<file path="src/rtl/store_checkpoint_monitor_if.sv">
// Store-bus, configuration and status bundle for store_checkpoint_monitor.
// The master side is the core/bench and the slave side is the monitor.
interface store_checkpoint_monitor_if #(
    parameter int XLEN  = 32,
    parameter int N_CHK = 4,
    parameter int CNT_W = 32
);
    localparam int IDX_W = (N_CHK > 1) ? $clog2(N_CHK) : 1;

    logic             cfg_we;
    logic [1:0]       cfg_sel;
    logic [IDX_W-1:0] cfg_idx;
    logic [XLEN-1:0]  cfg_addr;
    logic [XLEN-1:0]  cfg_data;
    logic             start;
    logic             MemWrite;
    logic [XLEN-1:0]  ALUResult;
    logic [XLEN-1:0]  WriteData;
    logic             done;
    logic             pass;
    logic             fail;
    logic [1:0]       fail_code;
    logic [IDX_W-1:0] next_idx;
    logic [N_CHK-1:0] matched_mask;
    logic [CNT_W-1:0] cycle_count;
    logic [CNT_W-1:0] store_count;

    modport master (
        output cfg_we, cfg_sel, cfg_idx, cfg_addr, cfg_data, start,
        output MemWrite, ALUResult, WriteData,
        input  done, pass, fail, fail_code, next_idx, matched_mask,
        input  cycle_count, store_count
    );

    modport slave (
        input  cfg_we, cfg_sel, cfg_idx, cfg_addr, cfg_data, start,
        input  MemWrite, ALUResult, WriteData,
        output done, pass, fail, fail_code, next_idx, matched_mask,
        output cycle_count, store_count
    );
endinterface

</file>
<file path="src/rtl/store_checkpoint_monitor.sv">
// Pass/fail monitor that watches core stores for a programmed list of (address, data) checkpoints.
// Flags are registered and become visible in the cycle after the deciding store; inputs are never stalled.
module store_checkpoint_monitor #(
    parameter int XLEN           = 32,
    parameter int N_CHK          = 4,
    parameter int TIMEOUT_CYCLES = 100000,
    parameter int CNT_W          = 32
) (
    input  logic clk,
    input  logic reset,
    store_checkpoint_monitor_if.slave bus
);
    localparam int IDX_W = (N_CHK > 1) ? $clog2(N_CHK) : 1;
    localparam int CW    = $clog2(N_CHK + 1);
    localparam logic [CNT_W-1:0] TO_LAST = CNT_W'(TIMEOUT_CYCLES - 1);
    localparam logic [CW-1:0]    CNT_MAX = CW'(N_CHK);

    typedef enum logic [1:0] {IDLE, RUN, PASS, FAIL} state_t;

    state_t           state, stateNext;
    logic [XLEN-1:0]  slotAddr [N_CHK];
    logic [XLEN-1:0]  slotData [N_CHK];
    logic [XLEN-1:0]  sentAddr, sentData;
    logic [CW-1:0]    activeCnt;
    logic             orderedMode, sentEn;
    logic [N_CHK-1:0] matchedMask, maskNext, activeMask;
    logic [IDX_W-1:0] nextIdx, idxNext;
    logic [CNT_W-1:0] cycleCount, cycNext, storeCount, stNext;
    logic [1:0]       failCode, codeNext;
    logic             sentHit, ordAddrHit, ordDataHit;

    always_comb begin
        activeMask = '0;
        for (int i = 0; i < N_CHK; i++) begin
            activeMask[i] = (i < int'(activeCnt));
        end
    end

    assign sentHit    = bus.MemWrite && sentEn && (bus.ALUResult == sentAddr) && (bus.WriteData == sentData);
    assign ordAddrHit = bus.MemWrite && orderedMode && (bus.ALUResult == slotAddr[nextIdx]);
    assign ordDataHit = (bus.WriteData == slotData[nextIdx]);

    // Configuration registers only accept writes while the monitor is idle.
    always_ff @(posedge clk) begin
        if (reset) begin
            for (int i = 0; i < N_CHK; i++) begin
                slotAddr[i] <= '0;
                slotData[i] <= '0;
            end
            sentAddr    <= '0;
            sentData    <= '0;
            activeCnt   <= '0;
            orderedMode <= 1'b0;
            sentEn      <= 1'b0;
        end else if (state == IDLE && bus.cfg_we) begin
            case (bus.cfg_sel)
                2'd0: begin
                    if (int'(bus.cfg_idx) < N_CHK) begin
                        slotAddr[bus.cfg_idx] <= bus.cfg_addr;
                        slotData[bus.cfg_idx] <= bus.cfg_data;
                    end
                end
                2'd1: begin
                    sentAddr <= bus.cfg_addr;
                    sentData <= bus.cfg_data;
                end
                2'd2: begin
                    activeCnt   <= (bus.cfg_addr[CW-1:0] > CNT_MAX) ? CNT_MAX : bus.cfg_addr[CW-1:0];
                    orderedMode <= bus.cfg_data[0];
                    sentEn      <= bus.cfg_data[1];
                end
                default: ;
            endcase
        end
    end

    always_ff @(posedge clk) begin
        if (reset) begin
            state       <= IDLE;
            matchedMask <= '0;
            nextIdx     <= '0;
            cycleCount  <= '0;
            storeCount  <= '0;
            failCode    <= 2'd0;
        end else begin
            state       <= stateNext;
            matchedMask <= maskNext;
            nextIdx     <= idxNext;
            cycleCount  <= cycNext;
            storeCount  <= stNext;
            failCode    <= codeNext;
        end
    end

    always_comb begin
        stateNext = state;
        maskNext  = matchedMask;
        idxNext   = nextIdx;
        cycNext   = cycleCount;
        stNext    = storeCount;
        codeNext  = failCode;
        case (state)
            RUN: begin
                if (cycleCount != '1) cycNext = cycleCount + 1'b1;
                if (bus.MemWrite && storeCount != '1) stNext = storeCount + 1'b1;
                if (sentHit) begin
                    stateNext = FAIL;
                    codeNext  = 2'd1;
                end else begin
                    if (bus.MemWrite && orderedMode) begin
                        if (ordAddrHit && ordDataHit) begin
                            maskNext[nextIdx] = 1'b1;
                            idxNext           = nextIdx + 1'b1;
                        end
                    end else if (bus.MemWrite) begin
                        for (int i = 0; i < N_CHK; i++) begin
                            if (activeMask[i] && !matchedMask[i] &&
                                bus.ALUResult == slotAddr[i] && bus.WriteData == slotData[i])
                                maskNext[i] = 1'b1;
                        end
                    end
                    // A pass decided on this edge outranks a timeout on the same edge.
                    if ((maskNext & activeMask) == activeMask) begin
                        stateNext = PASS;
                    end else if (ordAddrHit && !ordDataHit) begin
                        stateNext = FAIL;
                        codeNext  = 2'd3;
                    end else if (TIMEOUT_CYCLES != 0 && cycleCount == TO_LAST) begin
                        stateNext = FAIL;
                        codeNext  = 2'd2;
                    end
                end
            end
            default: begin
                if (bus.start) begin
                    maskNext  = '0;
                    idxNext   = '0;
                    cycNext   = '0;
                    stNext    = '0;
                    codeNext  = 2'd0;
                    stateNext = (activeCnt == '0) ? PASS : RUN;
                end
            end
        endcase
    end

    assign bus.done         = (state == PASS) || (state == FAIL);
    assign bus.pass         = (state == PASS);
    assign bus.fail         = (state == FAIL);
    assign bus.fail_code    = failCode;
    assign bus.next_idx     = nextIdx;
    assign bus.matched_mask = matchedMask;
    assign bus.cycle_count  = cycleCount;
    assign bus.store_count  = storeCount;
endmodule

</file>
<file path="src/flat_wrapper.sv">
// flat-port wrapper written by rule: the top's interface ports become plain ports
module store_checkpoint_monitor_flat 
#(
    parameter int XLEN           = 32,
    parameter int N_CHK          = 4,
    parameter int TIMEOUT_CYCLES = 100000,
    parameter int CNT_W          = 32
)
  (clk, reset, bus_cfg_we, bus_cfg_sel, bus_cfg_idx, bus_cfg_addr, bus_cfg_data, bus_start, bus_MemWrite, bus_ALUResult, bus_WriteData, bus_done, bus_pass, bus_fail, bus_fail_code, bus_next_idx, bus_matched_mask, bus_cycle_count, bus_store_count);
  store_checkpoint_monitor_if #(.XLEN(XLEN), .N_CHK(N_CHK), .CNT_W(CNT_W)) bus_i ();
  input  logic clk;
  input  logic reset;
  input wire logic [$bits(bus_i.cfg_we)-1:0] bus_cfg_we;
  input wire logic [$bits(bus_i.cfg_sel)-1:0] bus_cfg_sel;
  input wire logic [$bits(bus_i.cfg_idx)-1:0] bus_cfg_idx;
  input wire logic [$bits(bus_i.cfg_addr)-1:0] bus_cfg_addr;
  input wire logic [$bits(bus_i.cfg_data)-1:0] bus_cfg_data;
  input wire logic [$bits(bus_i.start)-1:0] bus_start;
  input wire logic [$bits(bus_i.MemWrite)-1:0] bus_MemWrite;
  input wire logic [$bits(bus_i.ALUResult)-1:0] bus_ALUResult;
  input wire logic [$bits(bus_i.WriteData)-1:0] bus_WriteData;
  output wire logic [$bits(bus_i.done)-1:0] bus_done;
  output wire logic [$bits(bus_i.pass)-1:0] bus_pass;
  output wire logic [$bits(bus_i.fail)-1:0] bus_fail;
  output wire logic [$bits(bus_i.fail_code)-1:0] bus_fail_code;
  output wire logic [$bits(bus_i.next_idx)-1:0] bus_next_idx;
  output wire logic [$bits(bus_i.matched_mask)-1:0] bus_matched_mask;
  output wire logic [$bits(bus_i.cycle_count)-1:0] bus_cycle_count;
  output wire logic [$bits(bus_i.store_count)-1:0] bus_store_count;
  assign bus_i.cfg_we = bus_cfg_we;
  assign bus_i.cfg_sel = bus_cfg_sel;
  assign bus_i.cfg_idx = bus_cfg_idx;
  assign bus_i.cfg_addr = bus_cfg_addr;
  assign bus_i.cfg_data = bus_cfg_data;
  assign bus_i.start = bus_start;
  assign bus_i.MemWrite = bus_MemWrite;
  assign bus_i.ALUResult = bus_ALUResult;
  assign bus_i.WriteData = bus_WriteData;
  assign bus_done = bus_i.done;
  assign bus_pass = bus_i.pass;
  assign bus_fail = bus_i.fail;
  assign bus_fail_code = bus_i.fail_code;
  assign bus_next_idx = bus_i.next_idx;
  assign bus_matched_mask = bus_i.matched_mask;
  assign bus_cycle_count = bus_i.cycle_count;
  assign bus_store_count = bus_i.store_count;
  store_checkpoint_monitor #(.XLEN(XLEN), .N_CHK(N_CHK), .TIMEOUT_CYCLES(TIMEOUT_CYCLES), .CNT_W(CNT_W)) u_core (.clk(clk), .reset(reset), .bus(bus_i));
endmodule
</file>
<file path="config.mk">
export PLATFORM = sky130hd
export DESIGN_NAME = store_checkpoint_monitor_flat
export DESIGN_NICKNAME = d
export VERILOG_FILES = /design/src/rtl/store_checkpoint_monitor_if.sv /design/src/rtl/store_checkpoint_monitor.sv /design/src/flat_wrapper.sv
export SDC_FILE = /design/constraint.sdc
export NUM_CORES = 1
export LEC_CHECK = 0
export ABC_AREA = 1
export CAP_MARGIN = 15
export CORE_MARGIN = 2
export CORE_UTILIZATION = 25
export DETAILED_ROUTE_END_ITERATION = 8
export SLEW_MARGIN = 15
export SYNTH_ARGS = -nofsm -noshare
export SYNTH_HDL_FRONTEND = slang
export SYNTH_SLANG_ARGS = --single-unit
</file>
<file path="constraint.sdc">
create_clock -name clk -period 5 [get_ports clk]
set_input_delay 0.75 -clock clk [delete_from_list [all_inputs] [get_ports clk]]
set_output_delay 0.75 -clock clk [all_outputs]
set_load 0.01 [all_outputs]
</file>
==> impl_summary.md <==
Yosys
Dividing the synthesized area by the synthesized cell count gives 7.58 µm². Counting flops and latches in the post-synthesis netlist gives 401. Counting flops with a built-in enable in the synthesized netlist gives ~260.

In the synthesized netlist, the number of instances is 3074. The synthesized net count is 3217. By area the synthesized netlist is led by edfxtp_1, dfxtp_1, nand2_1, nor2_1, xnor2_1. Sequential elements use 45.4% of the synthesized area. In this run the biggest area consumer among cell types represents 33.0% of the synthesized area. The number of library cell types mapped by synthesis is 50. Yosys printed 0 warnings. After synthesis the cells add up to 23300 µm².

The most used flip-flop cell after synthesis is edfxtp_1. The share of async-settable or async-resettable flops after synthesis is 0%. The library cell occupying the most area in the post-synthesis netlist is edfxtp_1.

Floorplanning
~210 I/O pins were placed. The core region is 92100 µm². In this run the horizontal extent of the chip is 309 µm. The starting density of the core is between 20 and 30%.

The number of standard-cell rows in the floorplan is roughly 110. The die footprint is around 96000 µm². The vertical die dimension is between 300 and 400 µm.

Clock tree
In this run, post-CTS hold repair placed 0 buffers. The clock root buffer is clkbuf_16. In this run the deepest clock path goes through 3 buffers. In this run, post-CTS repair resized a total of 0 instances.

The clock net in this run drives a total of 401 sinks. The TritonCTS buffer count is 49. Post-CTS timing repair inserted 0 buffers for setup. The H-tree was split into 2 levels. Clock-pin slew was measured on the worst setup and hold paths at about 0.060 ns. The clock insertion delay at the later pin of the skew report is 0.63 ns. The clock tree from TritonCTS is done.

Route
For this block, the initial DRC count from the detailed router was 2300. After detailed routing, the number of vias per cell comes to 4.78. The total number of vias is 21500.

After detailed routing, the average wire length per cell comes to just under 20 µm. The first TritonRoute pass finished after 5 iterations. In the routed design, unresolved DRC markers number 0. The count of nets left with antenna violations after detail routing is 0. The routed design has 87700 µm of wire.

Worst setup path
The kind of end point of the critical path is a flop. Along the worst path, the maximum fanout reaches 24. At the worst endpoint, the required time is ~5.5 ns.

The data arrival time of the critical path is 3.85 ns. The cell with the most instances on the worst path is nand2_1. The flop-to-flop setup slack is 1.64 ns. The slowest stage of the critical path belongs to the cell inv_2. The startpoint type of the worst setup path is a flop.

The critical path goes through inv_2, buf_4, nand3_1, nand2_1, xor2_1, nand2_1, nor2_1, nand3_1, nor2_4, nand3_1, nand3_1, nand2_1, nor2_2, nand2_2, nand2_1, nand2_1, nand2_1, nor2_1. The type of the worst setup path is reg2reg. The maximum cell stage delay along the critical path is 0.50 ns.

GRT
The initial antenna violation count is 26. The via count of the first global-routing pass came to 20400. The pin count of the biggest net entering global routing is 144.

After global routing the overflow that remains totals 0. The overall fraction of global-route tracks in use is approximately 18%. The first global-routing pass estimated 130000 µm of wire.

STA
Setup repair after global routing left no endpoint under its margin. At the pin with the least slew margin, the transition time is about 1.1 ns. The final number of hold-violating endpoints is 0. The max-slew violation count came to 0. The worst-case headroom to the max-slew limit is 29.2%. The final count of negative-setup-slack endpoints is 0. The sum of negative setup slack is 0 ns. The share of the clock period used by the worst path is approximately two thirds. After layout, the minimum clock period comes to 3.36 ns. The fmax is 0.298 GHz. Hold is met by 0.484 ns. Clock skew on the completed layout was measured at 0.0402 ns.

Power and ir drop
The internal portion of the total power is 6.18 mW. Combinational cells account for between 15 and 20% of the total power. The net switching component of the power is 2.73 mW.

The net switching share of the total power is 30.6%. In this run the power density over the cells is 317 nW/µm². IR analysis of the VDD net gives a maximum drop of between 0.0002 and 0.00025 V. For this design the static power due to leakage is 11.0 nW.

The total power draw is 8.91 mW. Registers are responsible for between 40% and 50% of the overall power. Of the total power, the clock network draws roughly two fifths.

Layout
The relative area change from synthesis to final layout is 20.8%. The number of non-filler instances in the completed layout is 4484. The top cell types in the final layout, fill and taps aside, are nand2_1, nor2_1, inv_1.

The design area is 28100 µm². The most frequent standard cell in the layout excluding fill and tap cells is nand2_1. The ratio of cells with drive above 1 in the final layout is 4.97%. After the last flow step, the layout net total stands at 3341.

Placement
The number of cells in the design after placement is 4390. The congestion estimate from routability-driven global placement came to 0.964. Detailed placement ended at an HPWL of 62400 µm. The count of buffers added on input and output ports is ~210. The placed instances occupy a cell area of 26600 µm².

Run
The tool flagged a number of max-cap violations equal to 0.

Hold path
The tightest min-delay check is of the reg2reg type.

Status
The flow ran to the end, and the final reports show no timing, DRC or antenna violations.
## registers in the layout (all words and copies together) (netlist names), 3 cells and up, named ones only
name / cells
u_core.activeCnt: 3
u_core.sentData: 32
u_core.bus.matched_mask: 4
u_core.bus.cycle_count: 32
u_core.bus.store_count: 32
u_core.slotAddr: 128
u_core.slotData: 128
u_core.sentAddr: 32
## through the flow
step | util [%] | setup slack [ns]
floorplan | - | 1.31
global placement | 28.9 | 1.32
detailed placement | 28.9 | 1.38
CTS | 30.6 | 1.72
global route | 30.6 | 1.38
finish | 30.6 | 1.64
## cell type report
class                      instances  area, µm²
timing repair buffer             237       2380
antenna                            3       7.51
fill                            9831      63900
tap                             1243       1560
sequential                       401      10600
clock inverter                    22        221
multi-input combinational       2215      10900
inverter                         294       1110
clock buffer                      69       1340
## final timing paths
path | depth (start not counted) | from | end
setup / recovery | 18 | flop | u_core.state[0]
hold reg to reg | 2 | u_core.bus.store_count[4] | u_core.bus.store_count[4]
hold / removal | 2 | u_core.bus.store_count[4] | u_core.bus.store_count[4]
setup reg to reg | 18 | flop | u_core.state[0]
## per-layer routing
layer,up-vias,track usage [%],wire length (µm)
met3,190,5.76,9720
met2,960,28.0,38700
met5,-,0,279
li1,10300,-,-
met1,9983,23.5,36200
met4,46,5.84,2790
## logic make-up after synthesis
family	Yosys count	share of synthesized area (%)
buffers and inverters	458	7.84
AO/OA/AOI/OAI	292	6.76
AND/OR/NAND/NOR	1687	31.0
XOR/XNOR	230	8.64
flip-flops	401	45.4
adder cells (fa/ha/maj)	6	0.322
## cells in the mapped netlist, drive strengths merged (7+ instances only)
cell	instances
nand2	715
inv	290
o21ai	112
or2	46
edfxtp	256
nor2	504
nor4	35
xnor2	163
a21oi	137
dfxtp	145
xor2	67
buf	47
nand3b	7
nand3	237
clkbuf	117
nand4	79
o22ai	13
nor3	54
## worst max-delay path: cells and delay by family, from the launching register on
| family | cells | cell delay, ns |
|---|---|---|
| xor gates and xnor gates | 1 | 0.49 |
| buffers and inverters | 2 | 0.86 |
| DFF | 1 | 0.32 |
| and+or+nand+nor | 15 | 1.55 |
## power by group through the flow
stage          Sequential (mW)  Clock, mW  Combinational [mW]
6_report                  3.75       3.53                1.63
3_5_place_dp              3.82          0                1.61
4_1_cts                   3.75       3.59                1.62
3_3_place_gp              3.81          0                1.60
5_1_grt                   3.76       3.72                1.78
2_1_floorplan             3.79          0                1.05
Note: power is estimated with default switching activity, not from simulation.
